$ cat src/rtl/vector_requantize_unit.sv
// Requantizes one row of signed accumulators to signed DATA_WIDTH values,
// one element per clock: bias add, round-half-up shift, optional ReLU, saturate.
module vector_requantize_unit #(
  parameter int ACCUM_WIDTH = 32,
  parameter int DATA_WIDTH  = 8,
  parameter int N_DIM       = 2,
  parameter int SHIFT_WIDTH = 5
) (
  input  logic                                       clk,
  input  logic                                       rst,
  input  logic                                       op_start,
  input  logic signed [N_DIM-1:0][ACCUM_WIDTH-1:0]   input_vector_O,
  input  logic signed [N_DIM-1:0][ACCUM_WIDTH-1:0]   bias_vector,
  input  logic        [SHIFT_WIDTH-1:0]              shift_amt,
  input  logic                                       relu_en,
  output logic signed [N_DIM-1:0][DATA_WIDTH-1:0]    output_vector_Q,
  output logic                                       op_busy,
  output logic                                       op_done
);

  // Two guard bits so the bias add and rounding offset can never wrap.
  localparam int SW = ACCUM_WIDTH + 2;
  localparam int IW = (N_DIM > 1) ? $clog2(N_DIM) : 1;

  localparam logic signed [SW-1:0] Q_MAX = {{(SW-DATA_WIDTH+1){1'b0}}, {(DATA_WIDTH-1){1'b1}}};
  localparam logic signed [SW-1:0] Q_MIN = {{(SW-DATA_WIDTH+1){1'b1}}, {(DATA_WIDTH-1){1'b0}}};

  typedef enum logic [1:0] {IDLE, RUN, DONE} state_t;

  state_t                                   state_q;
  logic [IW-1:0]                            idx_q;
  logic [N_DIM-1:0][ACCUM_WIDTH-1:0]        o_q;
  logic [N_DIM-1:0][ACCUM_WIDTH-1:0]        b_q;
  logic [SHIFT_WIDTH-1:0]                   shift_q;
  logic                                     relu_q;
  logic [N_DIM-1:0][DATA_WIDTH-1:0]         q_q;
  logic                                     busy_q;
  logic                                     done_q;

  logic signed [SW-1:0]                     sum_w;
  logic signed [SW-1:0]                     rnd_w;
  logic signed [SW-1:0]                     res_w;
  logic        [DATA_WIDTH-1:0]             elem_d;

  // NOTE: every variable assigned in always_comb gets a value on every path,
  // otherwise synthesis infers a latch.
  always_comb begin
    sum_w  = $signed({{2{o_q[idx_q][ACCUM_WIDTH-1]}}, o_q[idx_q]})
           + $signed({{2{b_q[idx_q][ACCUM_WIDTH-1]}}, b_q[idx_q]});
    rnd_w  = (shift_q == '0) ? '0 : (SW'(1) << (shift_q - 1'b1));
    res_w  = (sum_w + rnd_w) >>> shift_q;
    if (relu_q && (res_w < 0)) begin
      res_w = '0;
    end
    if (res_w > Q_MAX) begin
      elem_d = {1'b0, {(DATA_WIDTH-1){1'b1}}};
    end else if (res_w < Q_MIN) begin
      elem_d = {1'b1, {(DATA_WIDTH-1){1'b0}}};
    end else begin
      elem_d = res_w[DATA_WIDTH-1:0];
    end
  end

  // NOTE: sequential state uses non-blocking assignments only, so every
  // register samples pre-edge values regardless of statement order.
  // NOTE: the snapshot and output arrays are flops, not RAM, and are cleared on
  // reset so an aborted operation leaves no stale data visible.
  always_ff @(posedge clk or posedge rst) begin
    if (rst) begin
      state_q <= IDLE;
      idx_q   <= '0;
      o_q     <= '0;
      b_q     <= '0;
      shift_q <= '0;
      relu_q  <= 1'b0;
      q_q     <= '0;
      busy_q  <= 1'b0;
      done_q  <= 1'b0;
    end else begin
      done_q <= 1'b0;
      unique case (state_q)
        IDLE: begin
          if (op_start) begin
            o_q     <= input_vector_O;
            b_q     <= bias_vector;
            shift_q <= shift_amt;
            relu_q  <= relu_en;
            idx_q   <= '0;
            busy_q  <= 1'b1;
            state_q <= RUN;
          end
        end
        RUN: begin
          q_q[idx_q] <= elem_d;
          if (idx_q == IW'(N_DIM - 1)) begin
            busy_q  <= 1'b0;
            done_q  <= 1'b1;
            state_q <= DONE;
          end else begin
            idx_q <= idx_q + 1'b1;
          end
        end
        DONE: state_q <= IDLE;
        default: state_q <= IDLE;
      endcase
    end
  end

  assign output_vector_Q = q_q;
  assign op_busy         = busy_q;
  assign op_done         = done_q;

endmodule

$ cat config.mk
export PLATFORM = sky130hd
export DESIGN_NAME = vector_requantize_unit
export DESIGN_NICKNAME = d
export VERILOG_FILES = /design/src/rtl/vector_requantize_unit.sv
export SDC_FILE = /design/constraint.sdc
export NUM_CORES = 1
export LEC_CHECK = 0
export ABC_AREA = 1
export CORE_MARGIN = 1
export CORE_UTILIZATION = 40
export CTS_BUF_LIST = sky130_fd_sc_hd__clkbuf_4 sky130_fd_sc_hd__clkbuf_8 sky130_fd_sc_hd__clkbuf_16
export CTS_CLUSTER_SIZE = 24
export DETAILED_ROUTE_END_ITERATION = 10
export PLACE_DENSITY = 0.63
export SKIP_CTS_REPAIR_TIMING = 1
export SYNTH_ARGS = -nofsm -noshare
export SYNTH_HDL_FRONTEND = slang
export SYNTH_SLANG_ARGS = --single-unit
$ cat constraint.sdc
create_clock -name clk -period 8.3 [get_ports clk]
set_input_delay 0.83 -clock clk [delete_from_list [all_inputs] [get_ports clk]]
set_output_delay 0.83 -clock clk [all_outputs]
set_load 0.01 [all_outputs]
==> results by group, run 1 <==
Clock tree
  – H-tree depth: 4
  – Clock latency on the worst-skew pair: 0.44 ns
  – Clk pin slew, worst setup/hold paths: 0.07 ns
  – CTS max path bufs: 2
  – CTS Root Buffer Type: clkbuf_16
  – Num CTS Buffers: 17
  – Clk sink count: 155
  – CTS tree: built

Worst setup path
  – Crit. End Element: flip-flop
  – Critical path's top delay family: simple AND/OR/NAND/NOR gates
  – Max incr delay on CP: 0.43 ns
  – Worst setup startpoint: shift_q[0]
  – Setup slack, reg-to-reg: 2.44 ns
  – Startpoint types: flip-flop
  – CP dominant cell by count: nand2_1
  – Reg2Reg Depth: 41
  – Critical-path maximum fanout: 41
  – Crit-path slowest cell: fa_1
  – Setup crit end: output_vector_Q[12]
  – Worst path required time: 8.68 ns
  – Critical path arrival: 6.23 ns
  – Bufs and invs on worst path: 10
  – Levels on crit path: 41
  – WS Path Type: reg2reg
  – Reg-to-Reg End: output_vector_Q[12]
  – RR Startpoint: shift_q[0]

Global route
  – First-pass GRT wire length: 66800 um
  – Initial antenna violation count: 0
  – Total track usage: 0.261
  – Grt ovf: 0
  – Number of global-route vias before repair: 12500
  – Largest net degree at the start of global routing: 114

Yosys
  – Share of flip-flops with an asynchronous set or reset: 1.00
  – Post-Syn Area: 12700 sq um
  – Number of synthesized register bits: 155
  – Sequential cell area fraction in the yosys report: 0.304
  – Syn Area/Cell: 6.25 sq um
  – Synth unique cells: 44
  – Number of flops mapped to enable cells by yosys: 0
  – Cells after synthesis: 2040
  – Synth warnings: 0
  – Ys flop type: dfrtp_1

Floorplanning
  – FP Rows: 64
  – Die Footprint: 32600 sq um
  – Initial core utilization: 0.411
  – Core Footprint: 31000 sq um
  – Horiz. Die Dim: 180 um
  – Die Y: 180 um
  – I/O Pins: 155

Timing
  – Slew headroom: 0.292
  – Max Clock Freq: 0.171 GHz
  – Final Max Tran Viols: 0
  – Tmin final: 5.86 ns
  – Worst Max-Slew Pin Slew: 1.06 ns
  – Worst setup margin: 2.44 ns
  – Setup TNS: 0 ns
  – Finish-stage setup viols: 0
  – Final Hold Fails: 0
  – Post-Route Skew: 0.0145 ns
  – Unrepaired setup endpoints after global routing: false
  – Period utilization: 0.706

Drt
  – Vias per inst: 5.12
  – Iteration-0 DRC Markers: 1171
  – Initial DRT Pass Iterations: 8
  – Antenna-violating nets left: 0
  – DRT Wirelength: 41800 um
  – Routed via count: 13100
  – Drt wl/cell: 16.4 um
  – # DRC: 0

Final layout
  – # diodes: 0
  – Final core utilization: 0.487
  – Commonest non-fill, non-tap cell in the layout: nand2_1
  – Layout cells sized above 1: 0.0538
  – Layout area overhead: 18.5%
  – Most frequent cells in the layout: 915 x nand2_1, 242 x inv_1, 229 x nand3_1, 154 x dfrtp_1, 154 x clkdlybuf4s50_1
  – Nets: 2348

Place
  – Buffers on Ports: 154
  – Final GP Congestion: 1.00
  – HPWL after DPL: 32700 um
  – Pre-CTS setup slack: 2.48 ns

Worst hold path
  – Hold Crit Class: reg2reg

Run status
  – Outcome: completed

Flow run
  – Max Cap Violations: 0
-- synth_stat cells, types with 2 or more instances --
cell | number | area, sq um
clkinv_1 | 5 | 18.8
dfrtp_1 | 155 | 3880
fa_1 | 34 | 681
nand3_1 | 229 | 1150
or2_2 | 2 | 12.5
buf_4 | 3 | 22.5
buf_6 | 2 | 22.5
inv_1 | 243 | 912
nor2_1 | 85 | 319
nand4_1 | 12 | 75.1
nor2_2 | 12 | 75.1
nor2_4 | 2 | 22.5
a31oi_1 | 3 | 18.8
and2_1 | 4 | 25.0
a21oi_2 | 2 | 17.5
nand2_1 | 916 | 3440
nor3_1 | 8 | 40.0
xor2_1 | 3 | 26.3
nor3_2 | 3 | 30.0
xnor2_1 | 2 | 17.5
inv_2 | 8 | 30.0
ha_1 | 33 | 413
a22oi_1 | 2 | 15.0
mux2i_1 | 15 | 150
nand3_2 | 8 | 80.1
o21bai_1 | 2 | 15.0
a21oi_1 | 33 | 165
o21ai_0 | 91 | 455
clkbuf_1 | 54 | 203
nand2_4 | 4 | 45.0
buf_2 | 13 | 65.1
nand2_2 | 28 | 175
o211ai_1 | 3 | 22.5
nand3b_1 | 2 | 15.0
buf_1 | 10 | 37.5
-- worst min path at each step --
| stage | to | cells after the start | slack, ns | startpoint |
|---|---|---|---|---|
| 2_1_floorplan | b_q[63] | 2 | 0.44 | b_q[63] |
| 3_3_place_gp | b_q[4] | 2 | 0.46 | b_q[4] |
| 3_5_place_dp | b_q[2] | 2 | 0.46 | b_q[2] |
| 4_1_cts | o_q[31] | 2 | 0.48 | o_q[31] |
| 5_1_grt | b_q[33] | 2 | 0.49 | b_q[33] |
| 6_report | b_q[2] | 2 | 0.48 | b_q[2] |
-- per-stage QoR --
step                hold WS (ns)  area (sq um)  std cells
floorplan                  0.441         12700       2041
global placement           0.456         14500       2521
detailed placement         0.461         14500       2521
CTS                        0.477         15100       2552
global route               0.495         15100       2552
finish                     0.476         15100       2552
-- logic make-up after synthesis --
kind of cell / after synthesis / synth area share
and+or+nand+nor: 1318 / 0.433
buffers and inverters: 339 / 0.103
DFF: 155 / 0.304
AOI/OAI and AO/OA: 140 / 0.0578
adders and majority gates: 67 / 0.0858
muxes: 15 / 0.0118
xor gates and xnor gates: 5 / 0.00344
other: 1 / 0.000294
-- sequential cells by signal, indices dropped and copies added, names as in the netlist --
signal           cells
idx_q                1
op_busy              1
o_q                 64
output_vector_Q     16
state_q              2
relu_q               1
op_done              1
b_q                 64
shift_q              5
-- layer usage --
layer / track usage / up-vias / share of wire
li1: - / 6517 / -
met1: 0.376 / 6047 / 0.48
met2: 0.410 / 470 / 0.44
met3: 0.0346 / 42 / 0.056
met4: 0.0691 / 0 / 0.018
met5: 0 / - / 0
-- worst reg2reg max path: cells and delay by family (launching register included) --
family	cells	cell delay, ns
adders and majority gates	3	1.04
buffers and inverters	10	1.14
DFF	1	0.35
and+or+nand+nor	27	2.96
AOI/OAI and AO/OA	1	0.27
-- cell type report --
| cell class | instances | area (sq um) |
|---|---|---|
| clock inverter | 8 | 61.3 |
| multi-input combinational | 1547 | 7560 |
| sequential | 155 | 3880 |
| clock buffer | 23 | 495 |
| inverter | 257 | 975 |
| timing repair buffer | 166 | 1630 |
| tap | 396 | 495 |
| fill | 3200 | 15900 |
Power of run 1 is not shown: default switching activity piles up to over one toggle a cycle in this logic, so the estimate is an artifact.
==> run 2: changes to the inputs <==
- PLACE_DENSITY: 0.63 -> 0.65
- clock period: 8.3 -> 5 ns (I/O delays scaled with it)
==> run 2 against run 1 <==
Compared with the run above:
- die area is the same
- global-route usage is 1.3 points higher
- count of clock-buffer cells in the layout fell by 5
- final cell count up 6.6%
- core utilization rose by 8.7 points
- sequential cell count stayed put
- sequential share of layout area fell by 3.9 points
- first-iteration DRC count decreased by 17%
- critical path type unchanged
- critical path depth shrank 3
- worst hold slack better by 0.00087 ns
- fmax rose by 22%
- final area is 18% higher
==> results by group, run 2 (synthesis results as in run 1) <==
Drt
  – Vias per inst: 5.02 (-2.0%)
  – Initial DRT Pass Iterations: 6 (-2)
  – Drt wl/cell: 16.4 um (+0.33%)
  – Routed via count: 13700 (+4.5%)
  – Antenna-violating nets left: 0 (unchanged)
  – Iteration-0 DRC Markers: 969 (-17%)
  – DRT Wirelength: 44700 um (+7.0%)
  – # DRC: 0 (unchanged)

Final layout
  – Commonest non-fill, non-tap cell in the layout: nand2_1
  – Finished Layout Cells: 2721 (+6.6%)
  – Nets: 2516 (+7.2%)
  – Layout cells sized above 1: 0.234 (+0.180)
  – Most frequent cells in the layout: 833 x nand2_1, 234 x inv_1, 170 x buf_4, 154 x clkdlybuf4s50_1, 152 x dfrtp_1
  – Final core utilization: 0.574 (+0.0872)
  – Fin area: 17800 sq um (+18%)
  – Fill cells: 3017 (-5.7%)
  – Layout area overhead: 39.7%
  – # diodes: 0 (unchanged)

Timing
  – Final Max Tran Viols: 0 (unchanged)
  – Tmin final: 4.79 ns (-1.07 ns)
  – Final Hold Fails: 0 (unchanged)
  – Period utilization: 0.957 (+0.251)
  – Unrepaired setup endpoints after global routing: true
  – Worst Max-Slew Pin Slew: 0.989 ns (-0.0735 ns)
  – Finish-stage setup viols: 0 (unchanged)
  – Post-Route Skew: 0.00806 ns (-0.00648 ns)
  – Fin Hold WS: 0.477 ns (+0.000874 ns)
  – Max Clock Freq: 0.209 GHz (+22%)
  – Slew headroom: 0.341 (+0.0490)

Worst setup path
  – CP dominant cell by count: nand2_1
  – Reg-to-Reg End: output_vector_Q[2]
  – Setup crit end: output_vector_Q[2]
  – Critical-path maximum fanout: 7 (-83%)
  – Setup slack, reg-to-reg: 0.21 ns (-2.23 ns)
  – Reg2Reg Depth: 38 (-7.3%)
  – Startpoint types: flip-flop
  – Max incr delay on CP: 0.56 ns (+0.13 ns)
  – Worst path required time: 5.37 ns (-3.31 ns)
  – Critical path arrival: 5.15 ns (-1.08 ns)
  – Worst setup startpoint: shift_q[1]
  – WS Path Type: reg2reg
  – Crit. End Element: flip-flop
  – Crit-path slowest cell: fa_1
  – RR Startpoint: shift_q[1]

Worst hold path
  – Hold Crit Class: reg2reg

Floorplanning
  – I/O Pins: 155 (unchanged)
  – Core Footprint: 31000 sq um (unchanged)
  – Horiz. Die Dim: 180 um (unchanged)
  – FP Rows: 64 (unchanged)
  – Die Footprint: 32600 sq um (unchanged)
  – Die Y: 180 um (unchanged)
  – Initial core utilization: 0.411 (unchanged)

Place
  – HPWL after DPL: 35000 um (+7.0%)
  – DP Area: 15800 sq um (+8.3%)
  – Placed Cells: 2676 (+6.1%)
  – Buffers on Ports: 154 (unchanged)
  – Final GP Congestion: 0.981 (-1.9%)

Global route
  – Total track usage: 0.274 (+0.0131)
  – First-pass GRT wire length: 70200 um (+5.1%)
  – Grt ovf: 0 (unchanged)
  – Largest net degree at the start of global routing: 156 (+37%)
  – Number of global-route vias before repair: 13200 (+5.4%)
  – Initial antenna violation count: 0 (unchanged)

Clock tree
  – H-tree depth: 4 (unchanged)
  – CTS max path bufs: 2 (unchanged)
  – CTS Root Buffer Type: clkbuf_16
  – Clk sink count: 155 (unchanged)
  – Clock latency on the worst-skew pair: 0.44 ns (about the same)
  – Clk pin slew, worst setup/hold paths: 0.06 ns (about the same)
  – CTS tree: built
  – Num CTS Buffers: 17 (unchanged)

Flow run
  – Max Cap Violations: 0 (unchanged)

Run status
  – Outcome: completed
## run 2: cell types whose count changed in the layout (fill, tap and decap cells not counted), sizes merged
cell	previous run	this run
clkinvlp	4	5
bufinv	0	1
clkinv	8	6
clkbuf	23	18
buf	12	180
inv	253	259
## run 2: layout make-up
type                       count  area (sq um)  share of cell area
clock buffer                  18           439              0.0247
clock inverter                14           151             0.00851
inverter                     257           986              0.0554
multi-input combinational   1547          8870               0.499
sequential                   155          3880               0.218
tap                          396           495              0.0278
timing repair buffer         334          2970               0.167
## run 2: stage by stage
stage	worst slack, ns	TNS [ns]
floorplan	0.272	0
global placement	-0.0928	-1.17
detailed placement	-0.117	-1.49
CTS	-0.141	-1.75
global route	-0.172	-2.24
finish	0.215	0
## run 2: metal layers
metal | part of all wire | global-route usage | vias up
li1 | - | - | 6849
met1 | 0.46 | 0.387 | 6361
met2 | 0.47 | 0.447 | 407
met3 | 0.043 | 0.0303 | 50
met4 | 0.023 | 0.0656 | 0
met5 | 0 | 0 | -
## run 2: worst min-delay path by stage
stage	cells after the start	slack (ns)	endpoint	startpoint
after floorplan	2	0.44	b_q[63]	b_q[63]
after global placement	2	0.46	o_q[27]	o_q[27]
after detailed placement	2	0.46	o_q[63]	o_q[63]
after CTS	2	0.48	o_q[63]	o_q[63]
after global routing	2	0.49	o_q[39]	o_q[39]
final	2	0.48	b_q[5]	b_q[5]
## run 2: worst max-delay path, delay by kind of cell (launching register included)
family	cells	cell delay, ns
buffers and inverters	8	0.75
AND/OR/NAND/NOR	28	2.70
flip-flops	1	0.39
adder cells (fa/ha/maj)	2	0.85
Power of run 2 is left out for the same reason.
==> run 3: changes to the inputs <==
- CTS_BUF_LIST: sky130_fd_sc_hd__clkbuf_4 sky130_fd_sc_hd__clkbuf_8 sky130_fd_sc_hd__clkbuf_16 -> not set
==> results of run 3 <==
No change in the layout: final DEF, timing and power equal those of run 2.
Power of run 3 is left out for the same reason.
